`config.mk`:
```
export PLATFORM = sky130hd
export DESIGN_NAME = fir_out_stage_flat
export DESIGN_NICKNAME = d
export VERILOG_FILES = /design/src/rtl/fir_pkg.sv /design/src/rtl/fir_out_stage_if.sv /design/src/rtl/fir_out_fifo.sv /design/src/rtl/fir_out_stage.sv /design/src/flat_wrapper.sv
export SDC_FILE = /design/constraint.sdc
export NUM_CORES = 1
export LEC_CHECK = 0
export BUFFER_PORTS_ARGS = -buffer_cell sky130_fd_sc_hd__clkbuf_2
export CAP_MARGIN = 10
export CELL_PAD_IN_SITES_DETAIL_PLACEMENT = 2
export CELL_PAD_IN_SITES_GLOBAL_PLACEMENT = 2
export CORE_MARGIN = 10
export CORE_UTILIZATION = 41
export CTS_BUF_LIST = sky130_fd_sc_hd__clkbuf_4 sky130_fd_sc_hd__clkbuf_8 sky130_fd_sc_hd__clkbuf_16
export CTS_CLUSTER_SIZE = 16
export DETAILED_ROUTE_END_ITERATION = 8
export PLACE_DENSITY_LB_ADDON = 0.1
export SKIP_LAST_GASP = 1
export SYNTH_ARGS = -nofsm -noshare
export SYNTH_HDL_FRONTEND = slang
export SYNTH_SLANG_ARGS = --single-unit
```
`constraint.sdc`:
```
create_clock -name i_clk -period 3.5 [get_ports i_clk]
set_input_delay 0.875 -clock i_clk [delete_from_list [all_inputs] [get_ports i_clk]]
set_output_delay 0.875 -clock i_clk [all_outputs]
set_load 0.01 [all_outputs]
```
`src/rtl/fir_pkg.sv`:
```
// ============================================================================
// Module : fir_pkg
// Purpose: Shared definitions for the FIR tap chain and its output stages.
//          Holds the default datapath widths and the rounding/saturation
//          helper used to narrow a wide accumulator to an output sample.
// Ports  : none (package)
// Config : CONVERGENT_ROUND_EN - when defined, sat_round rounds half to even;
//          otherwise it rounds half up.
// Rev    : 1.0 - initial release
// ============================================================================
`default_nettype none

package fir_pkg;

  // Default widths shared by the tap chain and output stages.
  localparam int AW    = 40;   // accumulator width
  localparam int DW    = 16;   // output sample width
  localparam int SHIFT = 15;   // fractional bits discarded (Q15 taps)

  // Working width of the rounding helper. Accumulators up to CALC_W-2 bits
  // can have the rounding constant added without overflow.
  localparam int CALC_W = 64;
  // Widest output sample the helper can produce.
  localparam int DW_MAX = 32;

  typedef struct packed {
    logic [DW_MAX-1:0] data;  // result in the low dw bits, upper bits undefined
    logic              sat;   // result was clipped to the dw-bit range
  } sat_res_t;

  // Round 'value' by discarding 'shift' fractional bits, then clip it to a
  // signed 'dw'-bit range. 'value' must already be sign-extended to CALC_W.
  function automatic sat_res_t sat_round(input logic signed [CALC_W-1:0] value,
                                         input int                       shift,
                                         input int                       dw);
    logic signed [CALC_W-1:0] rnd;
    logic signed [CALC_W-1:0] shifted;
    logic signed [CALC_W-1:0] max_v;
    logic signed [CALC_W-1:0] min_v;
    sat_res_t                 res;

    res = '0;
    rnd = '0;
    if (shift > 0) begin
`ifdef CONVERGENT_ROUND_EN
      // Half-minus-one plus the LSB that survives the shift: exact ties
      // move up only when the surviving LSB is odd, landing on even.
      rnd = (64'sd1 <<< (shift - 1)) - 64'sd1
          + $signed({63'd0, value[shift[5:0]]});
`else
      rnd = 64'sd1 <<< (shift - 1);
`endif
    end

    shifted = (value + rnd) >>> shift;
    max_v   = (64'sd1 <<< (dw - 1)) - 64'sd1;
    min_v   = -(64'sd1 <<< (dw - 1));

    if (shifted > max_v) begin
      res.data = max_v[DW_MAX-1:0];
      res.sat  = 1'b1;
    end else if (shifted < min_v) begin
      res.data = min_v[DW_MAX-1:0];
      res.sat  = 1'b1;
    end else begin
      res.data = shifted[DW_MAX-1:0];
    end
    return res;
  endfunction

endpackage

`default_nettype wire

```
`src/rtl/fir_out_stage_if.sv`:
```
// ============================================================================
// Module : fir_out_stage_if
// Purpose: Valid/ready sample stream from the FIR output stage to the
//          bus/DMA side.
// Ports  : o_valid - sample available (stage -> consumer)
//          o_data  - signed DW-bit sample (stage -> consumer)
//          i_ready - consumer accepts sample (consumer -> stage)
// Rev    : 1.0 - initial release
// ============================================================================
`default_nettype none

interface fir_out_stage_if #(
  parameter int DW = fir_pkg::DW
);

  logic          o_valid;
  logic          i_ready;
  logic [DW-1:0] o_data;

  modport master (
    output o_valid,
    output o_data,
    input  i_ready
  );

  modport slave (
    input  o_valid,
    input  o_data,
    output i_ready
  );

endinterface

`default_nettype wire

```
`src/rtl/fir_out_fifo.sv`:
```
// ============================================================================
// Module : fir_out_fifo
// Purpose: Synchronous show-ahead FIFO. The head entry is visible on 'head'
//          whenever 'empty' is low; a pop consumes it at the clock edge.
//          Pointers carry one extra wrap bit so full and empty are told
//          apart by the MSB difference. No write-to-read bypass.
// Ports  : clk, rst       - clock, synchronous active-high reset
//          push, push_data- write request and data
//          pop            - consume head entry
//          head           - current head entry
//          full, empty    - occupancy flags
// Rev    : 1.0 - initial release
// ============================================================================
`default_nettype none

module fir_out_fifo #(
  parameter int WIDTH = 16,
  parameter int DEPTH = 4     // power of two, >= 2
) (
  input  logic             clk,
  input  logic             rst,
  input  logic             push,
  input  logic [WIDTH-1:0] push_data,
  input  logic             pop,
  output logic [WIDTH-1:0] head,
  output logic             full,
  output logic             empty
);

  localparam int PW = $clog2(DEPTH);

  logic [WIDTH-1:0] mem [DEPTH];
  logic [PW:0]      wr_ptr;
  logic [PW:0]      rd_ptr;
  logic             do_pop;
  logic             do_push;

  assign empty = (wr_ptr == rd_ptr);
  assign full  = (wr_ptr[PW] != rd_ptr[PW]) &&
                 (wr_ptr[PW-1:0] == rd_ptr[PW-1:0]);

  // When full, a write is legal only alongside a pop: the slot being
  // written is the head slot that the pop frees at the same edge.
  assign do_pop  = pop && !empty;
  assign do_push = push && (!full || do_pop);

  always_ff @(posedge clk) begin
    if (rst) begin
      wr_ptr <= '0;
      rd_ptr <= '0;
    end else begin
      if (do_push) wr_ptr <= wr_ptr + (PW+1)'(1);
      if (do_pop)  rd_ptr <= rd_ptr + (PW+1)'(1);
    end
  end

  // Storage needs no reset; 'empty' masks whatever it holds.
  always_ff @(posedge clk) begin
    if (do_push) mem[wr_ptr[PW-1:0]] <= push_data;
  end

  assign head = mem[rd_ptr[PW-1:0]];

endmodule

`default_nettype wire

```
`src/rtl/fir_out_stage.sv`:
```
// ============================================================================
// Module : fir_out_stage
// Purpose: Output stage of the FIR accelerator. Decimates the final tap
//          accumulator, rounds and saturates it to a DW-bit sample, buffers
//          it in a small FIFO and presents it on a valid/ready stream.
//          Capture-to-valid latency is two clocks.
// Ports  : i_clk   - clock
//          i_reset - synchronous reset, active-high
//          i_ce    - sample strobe shared with the tap chain
//          i_acc   - signed AW-bit accumulator from the last tap
//          out     - sample stream (o_valid / o_data / i_ready)
//          o_sat   - sticky flag, any saturation since reset
//          o_drop  - one-cycle pulse, a result was discarded on a full FIFO
// Config : CONVERGENT_ROUND_EN - round half to even instead of half up.
// Rev    : 1.0 - initial release
// ============================================================================
`default_nettype none

module fir_out_stage #(
  parameter int AW    = fir_pkg::AW,
  parameter int DW    = fir_pkg::DW,     // <= fir_pkg::DW_MAX
  parameter int SHIFT = fir_pkg::SHIFT,
  parameter int DECIM = 4,               // >= 1
  parameter int DEPTH = 4                // power of two, >= 2
) (
  input  logic                 i_clk,
  input  logic                 i_reset,
  input  logic                 i_ce,
  input  logic signed [AW-1:0] i_acc,
  fir_out_stage_if.master      out,
  output logic                 o_sat,
  output logic                 o_drop
);

  import fir_pkg::*;

  localparam int CNT_W = (DECIM > 1) ? $clog2(DECIM) : 1;

  // --------------------------------------------------------------------------
  // Decimation: keep the strobe on which the counter reads zero, so the
  // first strobe after reset is always kept.
  // --------------------------------------------------------------------------
  logic [CNT_W-1:0] dec_cnt;
  logic             keep;

  assign keep = i_ce && (dec_cnt == '0);

  always_ff @(posedge i_clk) begin
    if (i_reset) begin
      dec_cnt <= '0;
    end else if (i_ce) begin
      dec_cnt <= (dec_cnt == CNT_W'(DECIM - 1)) ? '0 : dec_cnt + CNT_W'(1);
    end
  end

  // --------------------------------------------------------------------------
  // Stage 1: capture the kept accumulator. The valid flag follows 'keep'
  // every clock so a sample enters stage 2 exactly once.
  // --------------------------------------------------------------------------
  logic signed [AW-1:0] s1_acc;
  logic                 s1_valid;

  always_ff @(posedge i_clk) begin
    if (i_reset) begin
      s1_acc   <= '0;
      s1_valid <= 1'b0;
    end else begin
      s1_valid <= keep;
      if (keep) s1_acc <= i_acc;
    end
  end

  // --------------------------------------------------------------------------
  // Stage 2: round, shift and clip, then write into the FIFO.
  // --------------------------------------------------------------------------
  sat_res_t      rnd_res;
  logic [DW-1:0] s2_data;
  logic          s2_sat;

  always_comb begin
    rnd_res = sat_round({{(CALC_W-AW){s1_acc[AW-1]}}, s1_acc}, SHIFT, DW);
    s2_data = rnd_res.data[DW-1:0];
    s2_sat  = rnd_res.sat;
  end

  generate
    if (DW < DW_MAX) begin : g_unused_hi
      logic unused_res_hi;
      assign unused_res_hi = ^rnd_res.data[DW_MAX-1:DW];
    end
  endgenerate

  // --------------------------------------------------------------------------
  // Output FIFO and handshake
  // --------------------------------------------------------------------------
  logic [DW-1:0] fifo_head;
  logic          fifo_full;
  logic          fifo_empty;
  logic          pop;
  logic          drop_now;

  assign pop = out.o_valid && out.i_ready;

  // A full FIFO still takes a write when the head leaves in the same cycle.
  assign drop_now = s1_valid && fifo_full && !pop;

  fir_out_fifo #(
    .WIDTH (DW),
    .DEPTH (DEPTH)
  ) u_fifo (
    .clk       (i_clk),
    .rst       (i_reset),
    .push      (s1_valid),
    .push_data (s2_data),
    .pop       (pop),
    .head      (fifo_head),
    .full      (fifo_full),
    .empty     (fifo_empty)
  );

  assign out.o_valid = !fifo_empty;
  assign out.o_data  = fifo_empty ? '0 : fifo_head;

  // --------------------------------------------------------------------------
  // Status flags. Saturation counts even if the sample is later dropped.
  // --------------------------------------------------------------------------
  always_ff @(posedge i_clk) begin
    if (i_reset) begin
      o_sat  <= 1'b0;
      o_drop <= 1'b0;
    end else begin
      if (s1_valid && s2_sat) o_sat <= 1'b1;
      o_drop <= drop_now;
    end
  end

endmodule

`default_nettype wire

```
`src/flat_wrapper.sv`:
```
// flat-port wrapper written by rule: the top's interface ports become plain ports
module fir_out_stage_flat import fir_pkg::*;
#(
  parameter int AW    = fir_pkg::AW,
  parameter int DW    = fir_pkg::DW,                          
  parameter int SHIFT = fir_pkg::SHIFT,
  parameter int DECIM = 4,                      
  parameter int DEPTH = 4                                     
)
  (i_clk, i_reset, i_ce, i_acc, o_sat, o_drop, out_o_valid, out_o_data, out_i_ready);
  fir_out_stage_if #(.DW(DW)) out_i ();
  input  logic i_clk;
  input  logic i_reset;
  input  logic i_ce;
  input  logic signed [AW-1:0] i_acc;
  output logic o_sat;
  output logic o_drop;
  output wire logic [$bits(out_i.o_valid)-1:0] out_o_valid;
  output wire logic [$bits(out_i.o_data)-1:0] out_o_data;
  input wire logic [$bits(out_i.i_ready)-1:0] out_i_ready;
  assign out_o_valid = out_i.o_valid;
  assign out_o_data = out_i.o_data;
  assign out_i.i_ready = out_i_ready;
  fir_out_stage #(.AW(AW), .DW(DW), .SHIFT(SHIFT), .DECIM(DECIM), .DEPTH(DEPTH)) u_core (.i_clk(i_clk), .i_reset(i_reset), .i_ce(i_ce), .i_acc(i_acc), .out(out_i), .o_sat(o_sat), .o_drop(o_drop));
endmodule
```
==> out/summary.md <==
- worst setup path endpoint: out_o_data[0]
- number of different library cells in the post-synthesis netlist: 47
- standard-cell row count: 39
- post-detailed-routing wire length: 12.2 mm
- Filler cells: 1185
- total design power: 2850 uW
- half-perimeter wire length after detailed placement: 8.64 mm
- Final Hold Vio Count: 0
- post-route clock skew: 8.09 ps
- drt pass-1 iters: 4
- number of synthesized register bits: 103
- overflow left after global routing: 0
- routed len/inst: 20.8 um
- syn avg cell area: 11.9 um2
- internal power of the cells: 2060 uW
- Ant. Diodes: 0
- # hold bufs at CTS: 0
- nets: 491
- Required @ worst endpoint: 2620 ps
- cell depth of the worst flop-to-flop path: 7
- share of total power in the clock network: 33.0%
- # port buffers: 48
- Starting Density: 41.5%
- Worst Path Class, Setup: flop to primary output
- Power Dens Cells: 534 nW/um2
- ratio of routed vias to standard cells: 5.42
- terminus of the critical flop-to-flop path: u_core.u_fifo.mem[1][1]
- sum of negative setup slack: 0 ps
- fraction of final layout cells with drive strength greater than 1: 23.6%
- post-synthesis to final-layout area growth: 13.8%
- setup repair after global routing missed its margin: false
- number of buffers created by CTS: 9
- leakage power summed over all cells: 0.00186 uW
- number of design-rule violations left by the first detailed-router iteration: 215
- post-synth top area share: 40.9%
- number of antenna violations at the first check in global routing: 0
- post-synthesis instance area: 4690 um2
- overall global routing resource usage: 15.3%
- element type at the critical path end: primary output
- switch share: 27.6%
- type of the tightest min-delay check: flop to flop
- DRC violations left: 0
- final count of negative-setup-slack endpoints: 0
- final weighted congestion in routability-driven placement: 0.770
- buffer count from post-CTS setup fixing: 0
- sequential share of the synthesized area: 57.6%
- net count after synthesis: 445
- core region area: 11300 um2
- H-tree levels: 3
- maximum operating frequency: 358 MHz
- share of total power in combinational logic: 16.6%
- relative slew slack: 38.4%
- post-layout min period: 2790 ps
- clock tree from TritonCTS: done
- Max Cap Viol: 0
- synthesis warning total: 0
- Final Max Slew Viols: 0
- Die Outline Area: 16100 um2
- Clk Tree Root Cell: clkbuf_16
- wire length of the first global-routing pass: 19.6 mm
- portion of total power attributed to sequential cells: 50.5%
- net switching power: 785 uW
- transition time at the pin with the least slew margin: 924 ps
- Data arrival, critical path: 1920 ps
- Peak supply drop: 0.000216 V
- number of instances in the synthesized netlist: 393
- CTS resizes: 0
- number of buffers on the longest clock path: 2
- flop2flop setup slack: 720 ps
- clock slew at the register clock pins of the worst setup and hold paths: 70 ps
- cell type with the highest aggregate area in the netlist: edfxtp_1
- run status: completed
- critical path launch point type: flop
- Worst R2R Start: u_core.s1_acc[15]
- io pins: 63
- biggest fanout along the worst timing path: 16
- vias in the first global route: 3492
- final clock period utilization by the worst path: 79.9%
- top area cells in the synthesized netlist: edfxtp_1, dfxtp_1, mux4_2
- overall die width: 127 um
- die boundary height: 127 um
- via count: 3181
- clock net sink count: 103
- pin count of the biggest net entering global routing: 39
- post-route ant nets: 0
- clock latency reported for the late side of the worst-skew pair: 340 ps
-- power groups by stage --
| stage | clock network [uW] | registers, uW | logic [uW] |
|---|---|---|---|
| final | 939 | 1440 | 473 |
| after global routing | 1010 | 1450 | 528 |
| after CTS | 964 | 1440 | 489 |
| after detailed placement | 0 | 1460 | 484 |
| after global placement | 0 | 1460 | 449 |
| after floorplan | 0 | 1440 | 322 |
-- how the worst min path moves through the flow --
| stage | startpoint | end | slack, ps | cells after the start |
|---|---|---|---|---|
| 6_report | u_core.s1_acc[25] | u_core.s1_acc[25] | 490 | 2 |
| 5_1_grt | u_core.s1_acc[15] | u_core.s1_acc[15] | 520 | 2 |
| 4_1_cts | u_core.s1_acc[25] | u_core.s1_acc[25] | 490 | 2 |
| 3_5_place_dp | u_core.s1_acc[25] | u_core.s1_acc[25] | 480 | 2 |
| 3_3_place_gp | u_core.s1_acc[25] | u_core.s1_acc[25] | 480 | 2 |
| 2_1_floorplan | u_core.s1_acc[25] | u_core.s1_acc[25] | 460 | 2 |
-- synth_stat cells, drive strengths merged --
master	instances
ha	8
nor2	21
mux2i	4
buf	7
xor2	10
o2111a	1
nor3b	1
a311oi	5
a21oi	33
dfxtp	39
o31a	1
o2111ai	1
and2	4
and3	5
and4	3
nand2	62
nor3	3
or2	1
nand4	7
nor2b	16
nor4	7
clkbuf	13
inv	17
o22ai	1
nand2b	1
edfxtp	64
and3b	1
o21ai	13
o41ai	1
o311a	1
a2111oi	1
o311ai	1
nand3	9
mux4	16
xnor2	15
-- cell families (layout without fill, tap and decap cells) --
family                     after synthesis  after routing  share of synthesized area (%)
AOI/OAI and AO/OA                       59             59                           8.66
xor gates and xnor gates                25             25                           4.66
adders and majority gates                8              8                           2.13
buffers and inverters                   37             88                           3.52
DFF                                    103            103                           57.6
muxes                                   20             20                           8.53
and+or+nand+nor                        141            141                           14.9
-- worst max-delay path, stage by stage (launching register included) --
cell and delay [ps]:
dfxtp_1 860, mux4_2 430, nor2b_1 150, clkbuf_2 130
-- per-stage QoR --
stage / std cells / setup slack [ps] / util, % / instance area, um2 / hold WS, ps
floorplan: 393 / 940 / - / 4690 / 461
global placement: 571 / 855 / 44.8 / 5070 / 477
detailed placement: 571 / 715 / 44.8 / 5070 / 484
CTS: 587 / 667 / 47.2 / 5340 / 494
global route: 587 / 498 / 47.2 / 5340 / 522
finish: 587 / 705 / 47.2 / 5340 / 487
-- registers in the layout, indices dropped and copies added (netlist names), named ones only --
name	count
u_core.dec_cnt	2
u_core.u_fifo.mem	64
u_core.o_drop	1
u_core.u_fifo.wr_ptr	3
u_core.u_fifo.rd_ptr	3
u_core.s1_valid	1
u_core.o_sat	1
u_core.s1_acc	26
-- area by class of cell --
cell class                      count  area (um2)  area share [%]
Sequential cell                   103        2700            50.6
Clock inverter                      6        37.5           0.703
Tap cell                          143         179            3.35
Inverter                           17        63.8            1.19
Clock buffer                       10         233            4.36
Multi-Input combinational cell    253        1830            34.3
Timing Repair Buffer               55         293            5.48
-- placed cells by master (no fill, tap or decap), types with 3 or more instances in the layout --
cell type and instances:
clkbuf_16 9, a311oi_1 5, nand4_1 7, nor4_1 6
buf_4 7, a21oi_1 33, mux4_2 16, clkbuf_2 48
nand3_1 8, xnor2_1 15, nor2_1 20, mux2i_1 4
inv_1 17, o21ai_2 6, nor2b_1 16, xor2_1 10
edfxtp_1 64, o21ai_1 5, and3_1 4, and2_1 3
nand2_1 61, ha_1 8, dfxtp_1 39
-- layer usage --
metal  global-route usage [%]  vias up  share of wire [%]
met3                     3.31        8                3.5
li1                         -     1508                  -
met1                     18.1     1613                 43
met4                     3.82        0               0.71
met5                        0        -                  0
met2                     27.4       52                 53
Power figures use the tool's default switching activity.
